<file path="config.mk">
export PLATFORM = sky130hd
export DESIGN_NAME = arb_req_client
export DESIGN_NICKNAME = d
export VERILOG_FILES = /design/src/rtl/arb_req_client.sv
export SDC_FILE = /design/constraint.sdc
export NUM_CORES = 1
export LEC_CHECK = 0
export ABC_CLOCK_PERIOD_IN_PS = 2160
export BUFFER_PORTS_ARGS = -buffer_cell sky130_fd_sc_hd__buf_4
export CAP_MARGIN = 40
export CORE_ASPECT_RATIO = 1.75
export CORE_MARGIN = 2
export CORE_UTILIZATION = 51
export CTS_CLUSTER_DIAMETER = 120
export CTS_CLUSTER_SIZE = 30
export DETAILED_ROUTE_END_ITERATION = 12
export PLACE_DENSITY = 0.81
export SLEW_MARGIN = 10
export SYNTH_ARGS = -nofsm -noshare
export SYNTH_HDL_FRONTEND = slang
export SYNTH_SLANG_ARGS = --single-unit
</file>
<file path="constraint.sdc">
create_clock -name clk -period 2.16 [get_ports clk]
set_clock_uncertainty 0.05 [all_clocks]
set_input_delay 0.432 -clock clk [delete_from_list [all_inputs] [get_ports clk]]
set_output_delay 0.432 -clock clk [all_outputs]
set_load 0.05 [all_outputs]
</file>
<file path="src/rtl/arb_req_client.sv">
// arb_req_client: requester-side agent for a req/grant arbiter.
// Keeps a saturating pending count per channel, requests the arbiter for every
// channel with pending work, and on a legal grant runs a BURST-beat transfer for
// the granted channel followed by IDLE_GAP dead cycles.
// Ports:
//   clk, rst          clock, asynchronous active-high reset
//   push[N]           add one pending transaction per set bit
//   pend_full[N]      channel counter is at its maximum
//   req[N]            request vector to the arbiter (registered)
//   grant[N]          grant vector from the arbiter, expected one-hot
//   busy              transfer or gap in progress
//   xfer_valid/id/beat/last, done   beat stream of the current burst
//   err_grant         pulse after an illegal grant was sampled while idle
module arb_req_client #(
    parameter int unsigned N        = 3,
    parameter int unsigned CNT_W    = 4,
    parameter int unsigned BURST    = 4,
    parameter int unsigned IDLE_GAP = 1,
    localparam int unsigned ID_W    = (N > 1) ? $clog2(N) : 1,
    localparam int unsigned BEAT_W  = (BURST > 1) ? $clog2(BURST) : 1
) (
    input  logic              clk,
    input  logic              rst,
    input  logic [N-1:0]      push,
    output logic [N-1:0]      pend_full,
    output logic [N-1:0]      req,
    input  logic [N-1:0]      grant,
    output logic              busy,
    output logic              xfer_valid,
    output logic [ID_W-1:0]   xfer_id,
    output logic [BEAT_W-1:0] xfer_beat,
    output logic              xfer_last,
    output logic              done,
    output logic              err_grant
);

    localparam int unsigned GAP_W = (IDLE_GAP > 1) ? $clog2(IDLE_GAP) : 1;
    localparam logic [CNT_W-1:0]  CNT_MAX   = '1;
    localparam logic [BEAT_W-1:0] LAST_BEAT = BEAT_W'(BURST - 1);
    localparam logic [GAP_W-1:0]  LAST_GAP  = GAP_W'(IDLE_GAP - 1);

    typedef enum logic [1:0] {
        S_IDLE,
        S_BURST,
        S_GAP
    } state_t;

    state_t             state;
    logic [CNT_W-1:0]   cnt     [N];
    logic [CNT_W-1:0]   cnt_nxt [N];
    logic [N-1:0]       req_nxt;
    logic [GAP_W-1:0]   gap_cnt;
    logic [BEAT_W-1:0]  beat_inc;
    logic [ID_W-1:0]    grant_idx;
    logic               grant_ok;

    // Next pending counts; a push coinciding with the owning channel's last beat
    // is absorbed by that beat's decrement, even when the counter is full.
    always_comb begin
        for (int i = 0; i < N; i++) begin
            cnt_nxt[i] = cnt[i];
            if (push[i] && done && (xfer_id == ID_W'(i))) begin
                cnt_nxt[i] = cnt[i];
            end else if (push[i] && !pend_full[i]) begin
                cnt_nxt[i] = cnt[i] + 1'b1;
            end else if (done && (xfer_id == ID_W'(i)) && (cnt[i] != '0)) begin
                cnt_nxt[i] = cnt[i] - 1'b1;
            end
            req_nxt[i] = (cnt_nxt[i] != '0);
        end
    end

    // Grant decode: legal only if one-hot and covered by the current request.
    always_comb begin
        grant_idx = '0;
        for (int i = 0; i < N; i++) begin
            if (grant[i]) begin
                grant_idx = ID_W'(i);
            end
        end
        grant_ok = $onehot(grant) && ((grant & req) == grant);
    end

    assign beat_inc = BEAT_W'(xfer_beat + 1'b1);

    // Control FSM with counters and all outputs registered.
    always_ff @(posedge clk or posedge rst) begin
        if (rst) begin
            state      <= S_IDLE;
            gap_cnt    <= '0;
            pend_full  <= '0;
            req        <= '0;
            busy       <= 1'b0;
            xfer_valid <= 1'b0;
            xfer_id    <= '0;
            xfer_beat  <= '0;
            xfer_last  <= 1'b0;
            done       <= 1'b0;
            err_grant  <= 1'b0;
            for (int i = 0; i < N; i++) begin
                cnt[i] <= '0;
            end
        end else begin
            for (int i = 0; i < N; i++) begin
                cnt[i]       <= cnt_nxt[i];
                pend_full[i] <= (cnt_nxt[i] == CNT_MAX);
            end
            err_grant <= 1'b0;
            case (state)
                S_IDLE: begin
                    if (grant_ok) begin
                        state      <= S_BURST;
                        busy       <= 1'b1;
                        req        <= '0;
                        xfer_valid <= 1'b1;
                        xfer_id    <= grant_idx;
                        xfer_beat  <= '0;
                        xfer_last  <= (BURST == 1);
                        done       <= (BURST == 1);
                    end else begin
                        req       <= req_nxt;
                        err_grant <= (grant != '0);
                    end
                end
                S_BURST: begin
                    if (xfer_last) begin
                        xfer_valid <= 1'b0;
                        xfer_id    <= '0;
                        xfer_beat  <= '0;
                        xfer_last  <= 1'b0;
                        done       <= 1'b0;
                        if (IDLE_GAP > 0) begin
                            state   <= S_GAP;
                            gap_cnt <= '0;
                        end else begin
                            state <= S_IDLE;
                            busy  <= 1'b0;
                            req   <= req_nxt;
                        end
                    end else begin
                        xfer_beat <= beat_inc;
                        xfer_last <= (beat_inc == LAST_BEAT);
                        done      <= (beat_inc == LAST_BEAT);
                    end
                end
                S_GAP: begin
                    if (gap_cnt == LAST_GAP) begin
                        state <= S_IDLE;
                        busy  <= 1'b0;
                        req   <= req_nxt;
                    end else begin
                        gap_cnt <= gap_cnt + 1'b1;
                    end
                end
                default: begin
                    state <= S_IDLE;
                end
            endcase
        end
    end

endmodule

</file>
## Word-level counts from Yosys, hierarchy flattened

Cells that the tools add are included.

| storage, ports and cells | value |
|---|---|
| flip-flop bits (word level) | 29 |
| input port bits | 8 |
| logic and storage cells | 110 |

| cells by class | value |
|---|---|
| $add $sub $neg | 10 |
| equality and inequality tests | 13 |
| multiplexer cells | 36 |
| bitwise logic cells | 1 |
| reductions and logical operators | 37 |

Operators by type and width:

| operator | count |
|---|---|
| 4-bit two-way mux | 9 |
| 4-bit nonzero test | 6 |
| 1-bit logical AND | 16 |
| 2-bit two-way mux | 8 |
| 4-bit by 1-bit adder with 4-bit output, second input constant | 3 |
| 4-bit equality test, second input constant | 3 |
| 4-bit by 1-bit subtractor with 4-bit output, second input constant | 3 |
| 1-bit two-way mux | 9 |
| 3-bit AND reduction | 3 |
| 1-bit case mux with 2 select lines | 4 |
| 2-bit case mux with 2 select lines | 2 |
| 2-bit by 1-bit equality test with 1-bit output, second input constant | 3 |
| 2-bit equality test, second input constant | 3 |
| 3-bit two-way mux | 2 |
| 2-bit != test, second input constant | 3 |
| 2-bit case mux with 3 select lines | 1 |
| 3-bit case mux with 2 select lines | 1 |
| 2-bit AND reduction | 3 |
| 2-bit nonzero test | 3 |
| 2-bit logical NOT | 2 |
| 3-bit bitwise AND | 1 |
| 3-bit equality test | 1 |
| 1-bit logical NOT | 3 |
| 3-bit nonzero test | 1 |
| other kinds (4) | 4 |

## Longest topological paths before layout

Gate-level depths: netlist (run 1).

| logic depth | value |
|---|---|
| depth in word-level cells | 9 |
| gate-level depth with buffers | 9 |
| gate-level depth less buffers | 8 |

## Least setup slack after synthesis (run 1)

No wires, ideal clock.

| timing path | value |
|---|---|
| kind | register -> register |
| from | register done |
| to | register req[0] |
| arrival time | 1.972 ns |
| slack | 0.014 ns |
| stages on the path, launching flop included | 7 |
| buffers on the path | 0 |
| period minus slack after synthesis | 2.146 ns |
| cells stage by stage | dfrtp_1 nor3b_4 and3b_1 a311oi_1 a21oi_1 or3_1 o31a_1 |

RTL lines:

| item | line | text |
|---|---|---|
| start: declaration | 33 | `output logic done,` |
| start signal: assignment | 119 | `done <= (BURST == 1);` |
| start signal: assignment | 143 | `done <= (beat_inc == LAST_BEAT);` |
| end signal: assignment | 121 | `req <= req_nxt;` |
| end signal: assignment | 138 | `req <= req_nxt;` |
| end signal: assignment | 150 | `req <= req_nxt;` |
| end: declaration | 26 | `output logic [N-1:0] req,` |

==> results of run 1 <==
-- metal layers --
layer / global-route usage / up-vias / share of wire
li1: - / 716 / -
met3: 0.02941 / 4 / 0.034
met1: 0.2420 / 740 / 0.37
met5: 0 / - / 0
met4: 0.06944 / 0 / 0.0097
met2: 0.4122 / 56 / 0.58
-- flip-flops by register name (all words and copies together), names as in the netlist --
register    cells
cnt            12
pend_full       3
req             3
state           2
xfer_beat       2
xfer_id         2
busy            1
done            1
err_grant       1
xfer_valid      1
-- cell type report --
type,instances,area share
multi-input cells,136,0.4477
clock inverters,1,0.01478
inverters,16,0.02956
clock buffers,3,0.02032
well taps,43,0.02648
flip-flops and latches,28,0.3467
repair buffers,31,0.1145
-- power by group through the flow --
stage          Clock [mW]  Combinational, mW  Sequential (mW)
2_1_floorplan           0              0.956             1.38
3_3_place_gp            0               1.81             1.02
3_5_place_dp            0               1.87             1.03
4_1_cts             0.413               1.88             1.02
5_1_grt             0.450               2.08             1.07
6_report            0.406               1.92             1.04
-- cell usage in the layout (no fill, tap or decap), types with 2 or more instances in the layout --
cell / instances
buf_4: 31
o22ai_1: 2
a21o_1: 2
clkbuf_8: 3
a32oi_1: 2
nand3b_1: 3
dfrtp_1: 25
nand2_1: 14
o21ai_1: 3
xnor2_1: 4
nand3_1: 4
nor2b_1: 3
nor2_1: 16
ha_1: 7
and3_1: 3
and2_1: 3
o221ai_1: 3
inv_1: 16
nor4_1: 2
a21oi_1: 8
o21ai_0: 10
dfrtp_2: 3
xor2_1: 2
nand2b_1: 8
and3b_1: 2
nand4_1: 4
and2b_2: 2
o31a_1: 2
o31ai_1: 6
-- cell families (layout without fill, tap and decap cells) --
| logic type | after synthesis | count (layout) | synth area share |
|---|---|---|---|
| AO/OA/AOI/OAI | 47 | 47 | 0.1874 |
| adder cells (fa/ha/maj) | 8 | 8 | 0.06394 |
| AND/OR/NAND/NOR | 75 | 75 | 0.2558 |
| flip-flops | 28 | 28 | 0.4164 |
| buffers and inverters | 19 | 51 | 0.04535 |
| XOR/XNOR | 6 | 6 | 0.03123 |
-- through the flow --
stage	cells	setup WS, ns	hold slack [ns]	util	power (mW)
finish	258	0.09684	0.1644	0.6468	3.362
global route	258	0.007768	0.1860	0.6468	3.598
CTS	257	0.06620	0.1677	0.6420	3.320
detailed placement	253	0.006284	0.4285	0.6193	2.906
global placement	253	0.06143	0.4281	0.6193	2.829
floorplan	183	0.01393	0.4236	-	2.339
-- cells in the mapped netlist (2+ instances only) --
master     n
and3_1     3
a21o_1     2
nand3b_1   3
nand2_1   14
and2_1     3
nand2b_1   8
a32oi_1    2
nor4_1     2
nand3_1    4
and2b_2    2
nor2b_1    3
o22ai_1    2
nor2_1    16
o21ai_0   11
o221ai_1   3
a21oi_1    8
o31a_1     2
xor2_1     2
dfrtp_1   28
o31ai_1    6
and3b_1    2
inv_1     16
xnor2_1    4
ha_1       7
o21ai_1    2
nand4_1    4
-- path summary, 6_finish.rpt --
check | from | to | cells after the start
setup / recovery | cnt[8] | req[0] | 8
hold / removal | rst | state[0] | 3
setup reg to reg | cnt[8] | req[0] | 8
hold reg to reg | xfer_valid | xfer_valid | 2
max in group asynchronous | rst | cnt[4] | 3
min in group clk | push[1] | cnt[5] | 2
-- worst max-delay path: stages (launching register included) --
cell,delay [ns]
dfrtp_1,0.43
inv_1,0.11
ha_1,0.21
nand2b_1,0.07
o21ai_1,0.22
o21bai_2,0.11
xnor2_1,0.15
or3_1,0.37
o31a_1,0.24
-- repair_timing --
item                                    CTS  global route
gates resized for setup                   0             6
setup buffers                             0             1
endpoints found under the setup margin    0             4
hold buffers                              0             0
==> impl_metrics.csv, run 1 <==
group,metric,value,unit
sta,relSlewSlack,0.6656,
cts,root_buffer,"clkbuf_8",
cts,worstSkewPairLatency,0.27,ns
power_and_ir_drop,power_density,1655,mW/mm2
die,dieArea,0.003794,mm2
logic_synthesis,synth_edf_count,0,
detailed_routing,drt_wl_total,3924,um
sta,setup_viol,0,
setup_path,startpoint_type,"register",
detailed_routing,drtAntennaViolNets,0,
logic_synthesis,synth.top_cell.area_share,0.4164,
logic_synthesis,ys_types,50,
die,die_h,79.99,um
die,row_count,27,
setup_path,r2r_slack,0.1,ns
sta,rsz0062_at_grt,"no",
final_layout,finalInstanceArea,0.002032,mm2
logic_synthesis,async_reset_ff_frac,1.000,
power_and_ir_drop,swShare,0.4801,
placement,placed_area,0.001946,mm2
die,fp.coreArea,0.003142,mm2
outcome,status,"finished clean",
detailed_routing,drt_iter0_drc,79,
final_layout,drive_above_1_share,0.2140,
power_and_ir_drop,pwr-share-seq,0.309,
sta,min_period_over_period,0.9552,
final_layout,multi_input_area,909.6,um2
die,initial_utilization,0.5356,
grt,grt_pass1_vias,1509,
final_layout,regArea,704.4,um2
die,io_pins,23,
die,die_w,47.43,um
power_and_ir_drop,vdd_ir_drop_max,0.8612,mV
setup_path,critPathKind,"reg -> reg",
logic_synthesis,synth.area.top_cells,"dfrtp_1, ha_1, inv_1",
logic_synthesis,yosysTopAreaCell,"dfrtp_1",
hold_path,hold_class,"in -> async",
power_and_ir_drop,p_clk_frac,0.121,
placement,io_buffers,22,
cts,cts_tree,"yes",
cts,path_clk_slew,0.10,ns
cts,cts.path.max_buffers,2,
sta,final.min_clock_period,2.063,ns
final_layout,n_antenna_cell,0,
power_and_ir_drop,p_int,1.748,mW
cts,clock_sinks,28,
power_and_ir_drop,p_leak,0.9462,nW
setup_path,worstPathRequired,2.28,ns
grt,groute.usage.overall,0.2230,
logic_synthesis,syn_nets,199,
sta,hold_viol,0,
detailed_routing,vias,1516,
run,drv_cap,0,
setup_path,path_max_fanout,4,
grt,grt.overflow.total,0,
grt,grt_pass1_wl,6320,um
logic_synthesis,synthCells,183,
cts,cts-htree-levels,1,
power_and_ir_drop,switchingPower,1.614,mW
placement,place.detailed.hpwl,3044,um
logic_synthesis,ys.flop_type,"dfrtp_1",
power_and_ir_drop,combPwrFrac,0.570,
setup_path,cp.arrival,2.18,ns
sta,worst_pin_slew,0.5005,ns
sta,fin_tns_setup,0,ns
grt,grt_antenna_before_repair,0,
sta,maxSlewViolCount,0,
cts,cts_buffers,3,
logic_synthesis,ys_ff_latch,28,
grt,grt_max_degree,29,
detailed_routing,viasPerCell,5.876,
final_layout,nNetsFinal,232,
logic_synthesis,yosys_warnings,0,
logic_synthesis,synth.avg_cell_area,9.196,um2
logic_synthesis,ys_seq_area_frac,0.4164,
final_layout,syn2layout_area_growth,20.74,%
setup_path,end_kind,"register",
logic_synthesis,syn-cell-area,0.001683,mm2
detailed_routing,wl_per_cell,15.21,um
detailed_routing,drc,0,
sta,fmax,0.4847,GHz
detailed_routing,drt-pass1-iter-count,4,
placement,gp_congestion,0.8411,
final_layout,n_fill_cell,270,
Power figures use the tool's default switching activity.
==> run 2: changes to the inputs <==
ABC_CLOCK_PERIOD_IN_PS = unset   (was 2160)
REMOVE_ABC_BUFFERS = 1   (was unset)
==> run 2 against run 1 <==
Compared with the run above: combinational power about the same; largest cell class unchanged; register-to-register slack is essentially flat; sequential power is essentially flat; critical path depth down 2; die area unchanged; wire length down 1.2%; total power grew 0.23%; via count fell by 1.2%.
==> impl_metrics.csv, run 2 (synthesized netlist as in run 1, its figures left out) <==
group,metric,value,unit
cts,clock_sinks,28,
sta,hold_viol,0,
power_and_ir_drop,p_int,1.755,mW
cts,root_buffer,"clkbuf_8",
setup_path,cp.arrival,2.17,ns
grt,grt_antenna_before_repair,0,
detailed_routing,drc,0,
final_layout,final_cells,258,
final_layout,syn2layout_area_growth,22.01,%
placement,place_inst,253,
setup_path,worstPathRequired,2.28,ns
power_and_ir_drop,combPwrFrac,0.568,
cts,cts_buffers,3,
power_and_ir_drop,pwr-share-seq,0.311,
detailed_routing,drt_wl_total,3877,um
detailed_routing,drt_iter0_drc,50,
final_layout,final_common_cell,"buf_4",
placement,placed_area,0.001946,mm2
detailed_routing,vias,1498,
sta,maxSlewViolCount,0,
final_layout,reg_top3,"cnt x12, pend_full x3, req x3",
grt,grt_pass1_vias,1499,
power_and_ir_drop,power_density,1641,mW/mm2
sta,relSlewSlack,0.6679,
power_and_ir_drop,vdd_ir_drop_max,1.034,mV
grt,grt_pass1_wl,6203,um
cts,cts_tree,"yes",
sta,setup_viol,0,
die,initial_utilization,0.5356,
setup_path,end_kind,"register",
hold_path,hold_class,"in -> async",
die,die_h,79.99,um
placement,place.detailed.hpwl,2992,um
run,drv_cap,0,
final_layout,most-common-layout-cells,"buf_4, dfrtp_1, nor2_1, inv_1, nand2_1",
grt,grt_max_degree,29,
detailed_routing,viasPerCell,5.806,
detailed_routing,wl_per_cell,15.03,um
final_layout,nNetsFinal,232,
final_layout,fin_util,0.6535,
power_and_ir_drop,p_clk_frac,0.120,
power_and_ir_drop,swShare,0.4791,
sta,fin_tns_setup,0,ns
power_and_ir_drop,switchingPower,1.615,mW
final_layout,regMostFlops,"cnt",
grt,groute.usage.overall,0.2223,
cts,cts.path.max_buffers,2,
final_layout,n_antenna_cell,0,
cts,path_clk_slew,0.09,ns
cts,worstSkewPairLatency,0.27,ns
sta,worst_pin_slew,0.4971,ns
final_layout,finalInstanceArea,0.002053,mm2
die,row_count,27,
sta,final.min_clock_period,2.050,ns
final_layout,largest_reg_flops,12,
setup_path,critPathKind,"reg -> reg",
die,io_pins,23,
grt,grt.overflow.total,0,
cts,cts-htree-levels,1,
detailed_routing,drt-pass1-iter-count,4,
placement,io_buffers,22,
die,fp.coreArea,0.003142,mm2
outcome,status,"finished clean",
power_and_ir_drop,p_leak,0.9559,nW
setup_path,path_max_fanout,6,
die,die_w,47.43,um
final_layout,n_fill_cell,259,
power_and_ir_drop,finalPower,3.370,mW
setup_path,startpoint_type,"register",
placement,gp_congestion,0.9500,
sta,fmax,0.4877,GHz
die,dieArea,0.003794,mm2
sta,min_period_over_period,0.9493,
final_layout,drive_above_1_share,0.2326,
detailed_routing,drtAntennaViolNets,0,
==> run 2: cell count changes in the layout (fill, tap and decap cells not counted) <==
cell,delta
a2111oi_0,+1
a2111oi_1,-1
o21ai_1,-1
o21ai_2,+1
o221ai_1,-1
o221ai_2,+1
o31ai_1,-1
o31ai_2,+1
xnor2_1,-1
xnor2_2,+1
==> run 2: cell type report <==
cell class / count / area [um2] / share of cell area
clock inverter: 1 / 30.03 / 0.01463
timing repair buffer: 31 / 232.7 / 0.1133
tap: 43 / 53.80 / 0.02620
inverter: 16 / 60.06 / 0.02925
sequential: 28 / 704.4 / 0.3431
multi-input combinational: 136 / 930.9 / 0.4534
clock buffer: 3 / 41.29 / 0.02011
==> run 2: repair_timing <==
item                       CTS  global route
setup endpoints to repair    0             4
setup buffers                0             1
hold buffers                 0             0
gates resized for setup      0             9
==> run 2: stage by stage <==
| step | setup WS [ns] | hold WS [ns] |
|---|---|---|
| floorplan | -0.4397 | 0.4236 |
| global placement | 0.06878 | 0.4194 |
| detailed placement | 0.01798 | 0.4278 |
| CTS | 0.05210 | 0.1639 |
| global route | -0.008392 | 0.2057 |
| finish | 0.1096 | 0.1580 |
==> run 2: path summary, 6_finish.rpt <==
path / from / cells after the start / slack, ns / to
max: xfer_id[0] / 6 / 0.11 / req[0]
min: rst / 3 / 0.16 / cnt[3]
max reg2reg: xfer_id[0] / 6 / 0.11 / req[0]
min reg2reg: xfer_valid / 2 / 0.45 / xfer_valid
max in group asynchronous: rst / 3 / 1.62 / xfer_id[0]
min in group clk: push[1] / 2 / 0.39 / cnt[5]
==> run 2: layer usage <==
layer,vias up,part of all wire,wire length (um),GRT usage
met5,-,0,0,0
met4,0,0.028,108,0.1028
met3,15,0.023,91,0.01357
met2,46,0.57,2225,0.4000
met1,719,0.37,1452,0.2459
li1,718,-,-,-
==> run 2: critical path, cell delays in order (launching register included) <==
cell      delay [ns]
dfrtp_2         0.46
nor3b_4         0.27
and3b_1         0.23
a311oi_1        0.28
a21oi_1         0.11
or3_1           0.31
o31a_1          0.23
==> run 2: power by group through the flow <==
| stage | registers (mW) | clock network (mW) | logic [mW] |
|---|---|---|---|
| after global placement | 1.02 | 0 | 1.78 |
| after CTS | 1.03 | 0.413 | 1.87 |
| after global routing | 1.09 | 0.430 | 2.09 |
| final | 1.05 | 0.405 | 1.92 |
| after detailed placement | 1.04 | 0 | 1.86 |
| after floorplan | 1.43 | 0 | 0.883 |
==> run 3: changes to the inputs <==
ABC_AREA = 1   (was unset)
==> run 3 against run 2 <==
Compared with the run above: total power down 9.8%; global-route usage decreased by 3.0 points; final cell count rose by 18%; largest power group unchanged.
==> impl_metrics.csv, run 3 <==
group,metric,value,unit
outcome,status,"finished clean",
setup_path,path_max_fanout,7,
logic_synthesis,synth_top_family_by_area,"simple AND/OR/NAND/NOR gates",
final_layout,multi_input_area,873.3,um2
logic_synthesis,ys_ff_latch,28,
logic_synthesis,async_reset_ff_frac,1.000,
setup_path,end_kind,"register",
grt,grt.overflow.total,0,
logic_synthesis,synth_compound_area_frac,0.03701,
final_layout,most-common-layout-cells,"nand2_1, inv_1, dfrtp_1",
setup_path,startpoint_type,"input port",
cts,post-cts-setup-buffers,0,
placement,place.detailed.hpwl,2662,um
placement,gp_congestion,0.9100,
final_layout,regArea,700.7,um2
final_layout,nNetsFinal,276,
setup_path,worstPathRequired,2.26,ns
setup_path,critPathLaunch,"grant[0]",
die,fp.coreArea,0.003293,mm2
die,dieArea,0.003880,mm2
logic_synthesis,yosysMostFrequentCell,"nand2_1",
detailed_routing,drt_wl_total,3263,um
logic_synthesis,synth_top_cells_by_count,"nand2_1, inv_1, dfrtp_1",
detailed_routing,drtAntennaViolNets,0,
logic_synthesis,synthAdderAreaFrac,0.06241,
logic_synthesis,synthSimpleGateAreaFrac,0.4020,
placement,io_buffers,22,
logic_synthesis,synthCells,232,
power_and_ir_drop,p_leak,1.120,nW
grt,groute.usage.overall,0.1922,
sta,worst_pin_slew,0.3610,ns
die,row_count,28,
detailed_routing,vias,1489,
final_layout,reg_top3,"cnt x12, pend_full x3, req x3",
detailed_routing,drt_iter0_drc,55,
cts,cts-htree-levels,1,
cts,cts.path.max_buffers,2,
sta,min_period_over_period,0.8217,
setup_path,reg2reg_from,"cnt[8]",
cts,worstSkewPairLatency,0.27,ns
hold_path,hold_class,"in -> async",
sta,fin_tns_setup,0,ns
final_layout,n_fill_cell,327,
setup_path,cp.arrival,1.88,ns
setup_path,crit_path_max_incr_delay,0.54,ns
logic_synthesis,synthMuxAreaShare,0,
logic_synthesis,yosysTopAreaCell,"dfrtp_1",
sta,relSlewSlack,0.7593,
cts,cts_hold_buffers,0,
detailed_routing,viasPerCell,4.898,
setup_path,crit_top_cell,"nand2_1",
final_layout,syn2layout_area_growth,16.47,%
detailed_routing,drt-pass1-iter-count,7,
logic_synthesis,synth_edf_count,0,
logic_synthesis,syn-cell-area,0.001724,mm2
grt,grt_pass1_wl,5589,um
detailed_routing,drc,0,
grt,grt_max_degree,29,
power_and_ir_drop,vdd_ir_drop_max,1.164,mV
logic_synthesis,ys.flop_type,"dfrtp_1",
grt,grt_pass1_vias,1405,
cts,cts_buffers,3,
cts,clock_sinks,28,
setup_path,critPathKind,"in -> reg",
final_layout,n_antenna_cell,0,
detailed_routing,wl_per_cell,10.73,um
logic_synthesis,synth.avg_cell_area,7.432,um2
cts,cts_tree,"yes",
logic_synthesis,synth.area.top_cells,"dfrtp_1, nand2_1, inv_1",
cts,path_clk_slew,0.09,ns
final_layout,fin_util,0.6098,
grt,grt_antenna_before_repair,0,
final_layout,largest_reg_flops,12,
logic_synthesis,yosys_warnings,0,
final_layout,drive_above_1_share,0.1969,
power_and_ir_drop,power_density,1514,mW/mm2
logic_synthesis,synth.top_cell.area_share,0.4064,
cts,root_buffer,"clkbuf_8",
die,io_pins,23,
logic_synthesis,ys_types,23,
logic_synthesis,synth-xor-area-share,0.005080,
sta,setup_viol,0,
final_layout,final_common_cell,"nand2_1",
die,initial_utilization,0.5236,
sta,rsz0062_at_grt,"no",
sta,maxSlewViolCount,0,
logic_synthesis,ys_seq_area_frac,0.4064,
run,drv_cap,0,
sta,hold_viol,0,
final_layout,regMostFlops,"cnt",
cts,cts_resized,0,
sta,fmax,0.5634,GHz
setup_path,path_cells,"buf_4, fa_1, inv_1, nor4_2, nand2_1, nand2_1, o22ai_1",
die,die_h,80.92,um
setup_path,cp_slowest_cell,"fa_1",
die,die_w,47.95,um
sta,final.min_clock_period,1.775,ns
[run 3: kinds of logic (layout without fill, tap and decap cells)]
logic type,Yosys count,count (layout)
and+or+nand+nor,145,145
buffers and inverters,39,66
DFF,28,28
AOI/OAI and AO/OA,11,11
adders and majority gates,8,8
xor gates and xnor gates,1,1
[run 3: final timing paths]
kind	to	slack [ns]	depth (start not counted)
setup / recovery	xfer_id[1]	0.39	7
hold / removal	cnt[5]	0.18	3
setup reg to reg	req[0]	0.46	12
hold reg to reg	xfer_valid	0.45	2
max in group asynchronous	cnt[1]	1.62	3
min in group clk	err_grant	0.40	3
[run 3: per-stage QoR]
step | hold WS (ns) | setup slack [ns] | total power [mW] | area, um2 | instances
floorplan | 0.4250 | 0.1022 | 2.301 | 1717 | 231
global placement | 0.4340 | 0.1462 | 2.706 | 1953 | 300
detailed placement | 0.4268 | 0.1089 | 2.754 | 1953 | 300
CTS | 0.1887 | 0.3836 | 3.070 | 2008 | 304
global route | 0.2017 | 0.2598 | 3.316 | 2008 | 304
finish | 0.1763 | 0.3852 | 3.040 | 2008 | 304
[run 3: critical path: cells and delay by family]
kind / cells / cell delay [ns]
simple gates: 3 / 0.66
fa+ha+maj: 1 / 0.54
buf+inv: 2 / 0.17
compound gates: 1 / 0.08
[run 3: where the power goes]
| part | switching [mW] | internal [mW] | leakage (nW) |
|---|---|---|---|
| Combinational | 1.20 | 0.569 | 0.751 |
| Clock | 0.147 | 0.163 | 0.0288 |
| Sequential | 0.204 | 0.761 | 0.340 |
[run 3: layout make-up]
class,count,area share
Tap cell,45,0.02804
Sequential cell,28,0.3489
Inverter,38,0.07103
Multi-Input combinational cell,165,0.4349
Timing Repair Buffer,24,0.08972
Clock buffer,4,0.02741
[run 3: metal layers]
layer	GRT usage	part of all wire	up-vias
met5	0	0	-
met4	0.06486	0.019	0
met3	0.006667	0.022	7
met2	0.3427	0.56	27
met1	0.2344	0.40	681
li1	-	-	774
